$ cat src/rtl/dmem_port_arbiter.sv
// Two-requester (cpu / loader) arbiter for the single data-memory port.
// Checks alignment, sequences req/ack, and waits out the memory read latency.
module dmem_port_arbiter #(
   parameter int READ_LAT     = 1,
   parameter int PRIORITY_CPU = 1,
   parameter int STARVE_LIMIT = 4
) (
   input  logic        clock,
   input  logic        reset,
   input  logic        cpu_req,
   input  logic        cpu_we,
   input  logic [1:0]  cpu_size,
   input  logic [31:0] cpu_addr,
   input  logic [31:0] cpu_wdata,
   output logic        cpu_ack,
   output logic        cpu_err,
   input  logic        ldr_req,
   input  logic        ldr_we,
   input  logic [1:0]  ldr_size,
   input  logic [31:0] ldr_addr,
   input  logic [31:0] ldr_wdata,
   output logic        ldr_ack,
   output logic        ldr_err,
   output logic [31:0] rdata_out,
   output logic        mem_re,
   output logic        mem_we,
   output logic [1:0]  mem_size,
   output logic [31:0] mem_addr,
   output logic [31:0] mem_wdata,
   input  logic [31:0] mem_rdata
);

   // state | meaning
   // IDLE  | no access in flight; arbitrate and latch the winner
   // ISSUE | one-cycle mem_re/mem_we pulse for the granted access
   // WAIT  | counting down read latency; capture mem_rdata on the last cycle
   // DONE  | one-cycle ack (and err) to the owner

   localparam int          SW        = (STARVE_LIMIT < 1) ? 1 : $clog2(STARVE_LIMIT + 1);
   localparam logic [2:0]  WAIT_INIT = 3'(READ_LAT - 1);

   typedef enum logic [1:0] {S_IDLE, S_ISSUE, S_WAIT, S_DONE} state_t;

   state_t          state_q, state_d;
   logic [SW-1:0]   starve_q, starve_d;
   logic            last_ldr_q;
   logic            owner_q;
   logic            we_q;
   logic            err_q;
   logic [2:0]      wait_q;
   logic [31:0]     rdata_q;
   logic [1:0]      mem_size_q;
   logic [31:0]     mem_addr_q;
   logic [31:0]     mem_wdata_q;

   logic            any_req;
   logic            both_req;
   logic            pick_ldr;
   logic            sel_we;
   logic [1:0]      sel_size;
   logic [31:0]     sel_addr;
   logic [31:0]     sel_wdata;
   logic            sel_bad;

   function automatic logic misaligned(input logic [1:0] size, input logic [1:0] a);
      case (size)
         2'b00:   return 1'b0;
         2'b01:   return a[0];
         2'b11:   return (a != 2'b00);
         default: return 1'b1;
      endcase
   endfunction

   always_comb begin
      any_req  = cpu_req | ldr_req;
      both_req = cpu_req & ldr_req;
      if (both_req) begin
         if (PRIORITY_CPU != 0) pick_ldr = (starve_q == SW'(STARVE_LIMIT));
         else                   pick_ldr = ~last_ldr_q;
      end else begin
         pick_ldr = ldr_req;
      end
      sel_we    = pick_ldr ? ldr_we    : cpu_we;
      sel_size  = pick_ldr ? ldr_size  : cpu_size;
      sel_addr  = pick_ldr ? ldr_addr  : cpu_addr;
      sel_wdata = pick_ldr ? ldr_wdata : cpu_wdata;
      sel_bad   = misaligned(sel_size, sel_addr[1:0]);
   end

   // Starvation counter only moves while arbitrating; any ldr grant or idle ldr clears it.
   always_comb begin
      starve_d = starve_q;
      if (state_q == S_IDLE) begin
         if (!ldr_req || (any_req && pick_ldr)) starve_d = '0;
         else if (both_req && (PRIORITY_CPU != 0)) starve_d = starve_q + SW'(1);
      end
   end

   always_ff @(posedge clock) begin
      if (!reset) state_q <= S_IDLE;
      else        state_q <= state_d;
   end

   always_comb begin
      state_d = state_q;
      case (state_q)
         S_IDLE:  if (any_req) state_d = sel_bad ? S_DONE : S_ISSUE;
         S_ISSUE: state_d = we_q ? S_DONE : S_WAIT;
         S_WAIT:  if (wait_q == 3'd0) state_d = S_DONE;
         S_DONE:  state_d = S_IDLE;
         default: state_d = S_IDLE;
      endcase
   end

   always_comb begin
      mem_re  = (state_q == S_ISSUE) & ~we_q;
      mem_we  = (state_q == S_ISSUE) &  we_q;
      cpu_ack = (state_q == S_DONE) & ~owner_q;
      cpu_err = (state_q == S_DONE) & ~owner_q & err_q;
      ldr_ack = (state_q == S_DONE) &  owner_q;
      ldr_err = (state_q == S_DONE) &  owner_q & err_q;
   end

   always_ff @(posedge clock) begin
      if (!reset) begin
         starve_q    <= '0;
         last_ldr_q  <= 1'b1;
         owner_q     <= 1'b0;
         we_q        <= 1'b0;
         err_q       <= 1'b0;
         wait_q      <= 3'd0;
         rdata_q     <= 32'h0;
         mem_size_q  <= 2'b00;
         mem_addr_q  <= 32'h0;
         mem_wdata_q <= 32'h0;
      end else begin
         starve_q <= starve_d;
         if (state_q == S_IDLE && any_req) begin
            owner_q    <= pick_ldr;
            we_q       <= sel_we;
            err_q      <= sel_bad;
            last_ldr_q <= pick_ldr;
            // Rejected accesses never touch the memory-side buses.
            if (!sel_bad) begin
               mem_size_q  <= sel_size;
               mem_addr_q  <= sel_addr;
               mem_wdata_q <= sel_wdata;
            end
         end
         if (state_q == S_ISSUE) begin
            wait_q <= WAIT_INIT;
         end else if (state_q == S_WAIT && wait_q != 3'd0) begin
            wait_q <= wait_q - 3'd1;
         end
         if (state_q == S_WAIT && wait_q == 3'd0) rdata_q <= mem_rdata;
      end
   end

   assign rdata_out = rdata_q;
   assign mem_size  = mem_size_q;
   assign mem_addr  = mem_addr_q;
   assign mem_wdata = mem_wdata_q;

endmodule

$ cat config.mk
export PLATFORM = sky130hd
export DESIGN_NAME = dmem_port_arbiter
export DESIGN_NICKNAME = d
export VERILOG_FILES = /design/src/rtl/dmem_port_arbiter.sv
export SDC_FILE = /design/constraint.sdc
export NUM_CORES = 1
export LEC_CHECK = 0
export ABC_AREA = 1
export CAP_MARGIN = 20
export CORE_ASPECT_RATIO = 1.1
export CORE_MARGIN = 8
export CORE_UTILIZATION = 43
export DETAILED_ROUTE_END_ITERATION = 10
export GPL_TIMING_DRIVEN = 0
export HOLD_SLACK_MARGIN = 0.06
export PLACE_DENSITY_LB_ADDON = 0.2
export SLEW_MARGIN = 20
export SYNTH_ARGS = -nofsm -noshare
export SYNTH_HDL_FRONTEND = slang
export SYNTH_SLANG_ARGS = --single-unit
$ cat constraint.sdc
create_clock -name clock -period 3.5 [get_ports clock]
set_input_delay 0.35 -clock clock [delete_from_list [all_inputs] [get_ports clock]]
set_output_delay 0.35 -clock clock [all_outputs]
set_load 0.02 [all_outputs]
== Word level (Yosys, flattened, before mapping) ==
Index checks and enable logic that the tools add are counted.

* Eq/ne operators: 8
* Add/sub/neg operators: 2
* Reduce and logical (&&, ||, !) cells: 16
* Multiplexer cells: 13
* Bitwise operators: 12

{| class="wikitable"
|+ Operators with widths
! operator !! count
|-
| 32-bit 2-to-1 mux || 2
|-
| 2-bit 2-to-1 mux || 4
|-
| 2-bit one-hot mux with 4 select lines || 1
|-
| 1-bit bitwise AND || 7
|-
| 2-bit == test, second input constant || 3
|-
| 3-bit 2-to-1 mux || 2
|-
| 2-bit AND reduction || 3
|-
| 2-bit by 1-bit == test with 1-bit output, second input constant || 2
|-
| 1-bit logical AND || 4
|-
| 2-bit logical NOT || 2
|-
| 2-bit inequality test, second input constant || 2
|-
| 1-bit inverter || 4
|-
| 2-bit nonzero test || 2
|-
| 3-bit by 1-bit adder with 3-bit output, second input constant || 1
|-
| 3-bit == test, second input constant || 1
|-
| 3-bit logical NOT || 1
|-
| 1-bit 2-to-1 mux || 3
|-
| 1-bit one-hot mux with 3 select lines || 1
|-
| 3-bit nonzero test || 1
|-
| 3-bit by 1-bit subtractor with 3-bit output, second input constant || 1
|-
| 2-bit OR reduction || 1
|-
| 1-bit logical NOT || 1
|-
| 1-bit logical OR || 1
|-
| 1-bit bitwise OR || 1
|}

* Register bits: 109
* Output and inout port bits: 104
* Input bits: 170

== Longest topological paths before layout ==
Gate-level depths: netlist of the first run.

* Word-level depth: 8
* Gate-level depth with buffers: 15
* Gate-level depth less buffers: 13

== Least setup slack after synthesis of the first run ==
OpenSTA, ideal clock, no wires.

* Kind: flip-flop to flip-flop
* Start: reg starve_q[0]
* End: reg err_q
* Buffers on the path: 2
* Data required time: 3385 ps
* Clock period less this slack: 1676 ps
* Arrival time: 1561 ps
* Cell stages (with the launch flop): 15
* Slack: 1824 ps
* Setup time: 115 ps
* Path through: dfxtp_1 inv_1 ha_1 nand2_1 nand2_2 nand2_4 nand2_1 nand2_2 nand2_2 nand2_2 nand3_4 buf_6 buf_4 o211ai_1 inv_2

* Cells in the longest elaborated chain, start to end: 5

{| class="wikitable"
|+ Ends and longest elaborated chain
! what !! line !! source
|-
| start, declared || 45 || <nowiki>logic [SW-1:0] starve_q, starve_d;</nowiki>
|-
| start signal, assigned || 137 || <nowiki>starve_q <= starve_d;</nowiki>
|-
| 3-bit == test * || 78 || <nowiki>if (PRIORITY_CPU != 0) pick_ldr = (starve_q == SW'(STARVE_LIMIT));</nowiki>
|-
| 1-bit 2-to-1 mux * || 77 || <nowiki>if (both_req) begin</nowiki>
|-
| 2-bit 2-to-1 mux or 32-bit 2-to-1 mux (tied branches) || 84, 85 ||
|-
| 2-bit == test, or another cell as far along || 66 || <nowiki>case (size)</nowiki>
|-
| 1-bit one-hot mux with 3 select lines * || 66 ||
|-
| end signal, assigned || 141 || <nowiki>err_q <= sel_bad;</nowiki>
|-
| end, declared || 49 || <nowiki>logic err_q;</nowiki>
|}

Mark *: on every way between the ends. The rest lies on a longest branch, timed or not.
A chain may end at the register's enable or synchronous reset.

== Worst setup path in the final report of the first run ==
* Start: reg state_q[1]
* End: out mem_re

* Cells in the longest elaborated chain, start to end: 2

{| class="wikitable"
|+ Ends and longest elaborated chain
! what !! line !! source
|-
| start, declared || 44 || <nowiki>state_t state_q, state_d;</nowiki>
|-
| start signal, assigned || 101 || <nowiki>else state_q <= state_d;</nowiki>
|-
| 2-bit by 1-bit == test with 1-bit output || 116 || <nowiki>mem_re = (state_q == S_ISSUE) & ~we_q;</nowiki>
|-
| 1-bit bitwise AND || 116 ||
|-
| end, declared || 25 || <nowiki>output logic mem_re,</nowiki>
|}

No other way between the ends.

==> qor.yml, run 1 <==
hold_class: "in2reg"
end_kind: "primary output"
synthArstFlopShare_pct: 0
yosys.cell_types.count: 27
yosysWarningCount: 0
power.total_w: 0.00566
synthCells: 868
ant_nets: 0
area_delta_synth_final_pct: 60.2
worstPathMaxFanout: 4
antennaDiodeCount: 0
cts_sinks: 109
synth_seq_cells: 109
drtIter0Drc: 247
hpwl_um: 14800
rows: 42
synth-edff-count: 0
p_leak_nw: 4.19
rsz0062_at_grt: "false"
clock_skew_ps: 8.18
synth_area_leader_cell: "dfxtp_1"
numPortBuffers: 272
dieWidth_um: 122
status: "complete, no violations"
hold_buffers: 0
final-setup-viol-count: 0
routedWlPerCell_um: 14.2
htree_levels: 3
placedCellCount: 1294
tns_ps: 0
slew_headroom_pct: 54.4
drv_cap: 0
powerDensity_nw_per_um2: 664
grt_start_max_net_pins: 18
worstSetupPathType: "reg2out"
period_share_pct: 60.7
crit_chain: "inv_1 -> ha_1 -> inv_1 -> nor2_1 -> clkdlybuf4s50_1"
clk_pin_slew_worst_paths_ps: 70
syn_area_per_cell_um2: 6.13
final_cell_count_no_fill: 1309
required_ps: 3150
syn_area_um2: 5320
worst-path-buf-inv: 3
root_buffer: "clkbuf_16"
ios: 274
start_kind: "register"
cts.repair.resized: 0
worst_slack_ps: 1370
die_area_um2: 16200
nNetsFinal: 1330
irDropWorstVdd_mv: 0.424
num-fill-cells: 1080
grt-ovfl-total: 0
syn_nets: 1047
grt_pass1_wl_um: 29000
drc: 0
dr_total_vias: 5843
viasPerCell: 4.46
cts_max_path_buffers: 2
ys.flop_type: "dfxtp_1"
synthTopCellsByArea: "dfxtp_1, nand2_1, nor2_1, inv_1, o21ai_0"
clk_latency_ps: 340
wl_um: 18600
worst_slew_pin_slew_ps: 679
drt_first_pass_iters: 4
cp_slowest_cell: "clkdlybuf4s50_1"
initial_core_util_pct: 44.0
grtUsageTotal_pct: 22.4
cts_tree: "done"
place.gp.congestion: 0.816
crit_top_cell: "inv_1"
arrival_ps: 1780
grt_pass1_vias: 5739
netlist.area_leader.share_pct: 41.0
finalHoldViolCount: 0
critPathMaxStageDelay_ps: 610
critPathTopFamily: "buffers and inverters"
final_util_pct: 70.6
final_max_slew_viol_count: 0
coreArea_um2: 12100
die_h_um: 133
ys_seq_area_share_pct: 41.0
post-place-ws_ps: 1240
cts_buffers: 9
max_freq_ghz: 0.470
antenna_found_initial: 0
cts_setup_buffers: 0
drive_gt1_share_pct: 4.16
min_period_ps: 2130
[registers in the layout, indices dropped and copies added (netlist names), 2 cells and up]
| register | cells |
|---|---|
| state_q | 2 |
| mem_wdata | 32 |
| mem_size | 2 |
| rdata_out | 32 |
| starve_q | 3 |
| mem_addr | 32 |
| wait_q | 3 |
[synthesized netlist by cell type (3+ instances only)]
library cell and instances:
nand3_1 4, ha_1 9, nor2_1 198, o21ai_0 38
nand2_2 5, buf_6 5, inv_2 3, dfxtp_1 109
clkbuf_1 21, buf_2 11, buf_4 6, inv_1 93
nand2_1 341, a21oi_1 8
[kinds of logic after synthesis]
logic type	share of synthesized area (%)
flops	41.0
fa+ha+maj	2.12
buf+inv	11.3
xor+xnor	0.165
simple gates	40.4
compound gates	5.05
[where the power goes]
group | switching (W) | internal, W | total (W)
logic | 0.00158 | 0.00123 | 0.00281
clock network | 0.000464 | 0.000552 | 0.00102
registers | 0.000200 | 0.00164 | 0.00184
total | 0.00224 | 0.00342 | 0.00566
[path summary, 6_finish.rpt]
kind / from / cells past startpoint / end / slack (ps)
setup reg to reg: state_q[0] / 8 / rdata_out[21] / 1390
setup / recovery: state_q[1] / 5 / mem_re / 1370
hold / removal: reset / 3 / rdata_out[10] / 390
hold reg to reg: mem_size[0] / 2 / mem_size[0] / 450
[final cells by class]
type / count / area (µm²) / area share [%]
Sequential cell: 109 / 2180 / 25.6
Tap cell: 154 / 193 / 2.26
Clock inverter: 6 / 63.8 / 0.748
Buffer: 44 / 239 / 2.80
Clock buffer: 9 / 225 / 2.64
Inverter: 96 / 360 / 4.23
Timing Repair Buffer: 272 / 2720 / 31.9
Multi-Input combinational cell: 619 / 2540 / 29.8
[through the flow]
stage / hold WS [ps] / instance area, µm²
2_1_floorplan: 444 / 5320
3_3_place_gp: 435 / 8240
3_5_place_dp: 440 / 8240
4_1_cts: 371 / 8530
5_1_grt: 410 / 8530
6_report: 389 / 8530
[layer usage]
layer	share of wire (%)	vias to the layer above	GRT usage (%)
li1	-	3121	-
met3	12	20	10.5
met4	1.9	0	6.64
met2	48	196	38.9
met5	0	-	0
met1	38	2506	23.5
[cells in the final DEF, fill, tap and decap left out, types with 6 or more instances in the layout]
cell / synthesis / layout
ha_1: 9 / 9
o21ai_0: 38 / 38
nor2_1: 198 / 198
dfxtp_1: 109 / 109
nand2_1: 341 / 341
inv_1: 93 / 93
buf_2: 11 / 11
a21oi_1: 8 / 8
clkbuf_1: 21 / 21
clkdlybuf4s50_1: 0 / 272
buf_4: 6 / 6
clkbuf_16: 0 / 9
[worst min-delay path: stages]
cell      delay (ps)
clkbuf_1         180
o21ai_0          120
nor2_1            40
(Power assumes the default switching activity.)
==> run 2: changes to the inputs <==
--- a/config.mk
+++ b/config.mk
@@ -9,7 +9,7 @@
 export CAP_MARGIN = 20
 export CORE_ASPECT_RATIO = 1.1
 export CORE_MARGIN = 8
-export CORE_UTILIZATION = 43
+export CORE_UTILIZATION = 40
 export DETAILED_ROUTE_END_ITERATION = 10
 export GPL_TIMING_DRIVEN = 0
 export HOLD_SLACK_MARGIN = 0.06
==> constraint.sdc (replaced) <==
create_clock -name clock -period 2 [get_ports clock]
set_input_delay 0.2 -clock clock [delete_from_list [all_inputs] [get_ports clock]]
set_output_delay 0.2 -clock clock [all_outputs]
set_load 0.02 [all_outputs]
==> run 2 against run 1 <==
  * Worst setup slack worse by 1300 ps
  * Clock-buffer cell count is 5 higher
  * Critical path type unchanged
  * Highest routed layer unchanged
  * Flip-flop and latch count stayed put
==> qor.yml, run 2 (synthesis gave the netlist of run 1 again) <==
hpwl_um: 15100  # +2.5%
root_buffer: "clkbuf_16"
rows: 44  # +4.8%
max_freq_ghz: 0.528
holdWs_ps: 242  # -147 ps
power.total_w: 0.00993  # +75%
p_leak_nw: 4.28  # +2.1%
powerDensity_nw_per_um2: 1160  # +74%
place.gp.congestion: 0.888  # +8.8%
crit_chain: "ha_1 -> nand2_1 -> inv_1 -> clkdlybuf4s50_1"
cts_tree: "done"
cts_setup_buffers: 0  # unchanged
post-place-ws_ps: -155  # -1390 ps
grt_pass1_wl_um: 29200  # +0.88%
drive_gt1_share_pct: 4.85  # +0.69 points
worstPathMaxFanout: 4  # unchanged
htree_levels: 3  # unchanged
ant_nets: 0  # unchanged
routedWlPerCell_um: 14.5  # +1.7%
dr_total_vias: 5938  # +1.6%
coreArea_um2: 13100  # +8.4%
cts_buffers: 9  # unchanged
ios: 274  # unchanged
dieWidth_um: 126  # +3.2%
wl_um: 19000  # +2.2%
start_kind: "register"
hold_class: "in2reg"
worstSetupPathType: "reg2out"
finalHoldViolCount: 0  # unchanged
area_delta_synth_final_pct: 61.4
final_max_slew_viol_count: 0  # unchanged
num-fill-cells: 1261  # +17%
cp_slowest_cell: "clkdlybuf4s50_1"
drc: 0  # unchanged
numPortBuffers: 272  # unchanged
cts_max_path_buffers: 2  # unchanged
critPathTopFamily: "buffers and inverters"
clk_pin_slew_worst_paths_ps: 70  # about the same
worst-path-buf-inv: 2  # -1
status: "complete, no violations"
initial_core_util_pct: 40.6  # -3.4 points
antenna_found_initial: 0  # unchanged
final-setup-viol-count: 0  # unchanged
grtUsageTotal_pct: 21.5  # -0.95 points
grt_start_max_net_pins: 16  # -2
drt_first_pass_iters: 4  # unchanged
end_kind: "primary output"
drv_cap: 0  # unchanged
mostFrequentLayoutCell: "nand2_1"
clk_latency_ps: 350  # about the same
arrival_ps: 1700  # -80 ps
nNetsFinal: 1330  # unchanged
worst_slack_ps: 105  # -1270 ps
slew_headroom_pct: 57.8  # +3.5 points
drtIter0Drc: 201  # -19%
die_h_um: 137  # +3.2%
viasPerCell: 4.51  # +1.1%
min_period_ps: 1900
grt-ovfl-total: 0  # unchanged
grt_pass1_vias: 5842  # +1.8%
required_ps: 1800  # -1350 ps
final_util_pct: 65.6  # -5.0 points
critPathMaxStageDelay_ps: 620  # about the same
cts_sinks: 109  # unchanged
rsz0062_at_grt: "false"
clock_skew_ps: 3.74  # -4.44 ps
worst_slew_pin_slew_ps: 632  # -47.1 ps
antennaDiodeCount: 0  # unchanged
period_share_pct: 94.8
final_cell_mix: "nand2_1, clkdlybuf4s50_1, nor2_1"
irDropWorstVdd_mv: 0.966  # +130%
die_area_um2: 17300  # +6.5%
## run 2: cell count changes in the layout (fill, tap and decap cells not counted), sizes merged
| cell | previous run | this run |
|---|---|---|
| clkbuf | 30 | 35 |
| clkdlybuf4s50 | 272 | 267 |
| dlymetal6s2s | 0 | 4 |
| clkinvlp | 2 | 0 |
| bufinv | 1 | 0 |
| clkinv | 2 | 1 |
| dlygate4sd2 | 0 | 1 |
| inv | 97 | 96 |
## run 2: worst min-delay path: cells and delay by family
family                 cells  cell delay (ps)
AOI/OAI and AO/OA          1               40
buffers and inverters      2              300
## run 2: where the power goes
| group | leakage, nW | internal [W] | total, W | switching, W |
|---|---|---|---|---|
| clock network | 0.139 | 0.000941 | 0.00174 | 0.000796 |
| logic | 3.25 | 0.00218 | 0.00498 | 0.00280 |
| registers | 0.897 | 0.00287 | 0.00322 | 0.000345 |
| total | 4.28 | 0.00599 | 0.00993 | 0.00394 |
## run 2: layer usage
metal	wire [µm]	GRT usage, %
met2	9160	37.9
met5	0	0
met1	7360	21.8
met3	2110	10.3
met4	407	8.09
## run 2: area by class of cell
type / instances / area, µm² / share of cell area [%]
flip-flops and latches: 109 / 2180 / 25.4
well taps: 161 / 201 / 2.34
plain buffers: 44 / 262 / 3.04
multi-input cells: 619 / 2580 / 30.0
clock buffers: 14 / 274 / 3.19
clock inverters: 1 / 5.00 / 0.0582
inverters: 96 / 360 / 4.19
repair buffers: 272 / 2730 / 31.8
## run 2: worst paths after layout
check | startpoint | endpoint | slack, ps | cells after the start
max reg2reg | starve_q[0] | mem_wdata[4] | 160 | 14
min | reset | owner_q | 240 | 3
min reg2reg | mem_size[0] | mem_size[0] | 450 | 2
max | state_q[1] | ldr_ack | 100 | 4
## run 2: timing repair
item,in CTS,in global routing
hold endpoints to repair,0,0
endpoints found under the setup margin,84,77
hold buffers,0,0
gates resized for setup,4,19
## run 2: per-stage QoR
stage / instance area [µm²] / setup TNS, ps / instances
2_1_floorplan: 5320 / 0 / 868
3_3_place_gp: 8250 / -5460 / 1301
3_5_place_dp: 8250 / -5450 / 1301
4_1_cts: 8530 / 0 / 1316
5_1_grt: 8590 / 0 / 1316
6_report: 8590 / 0 / 1316
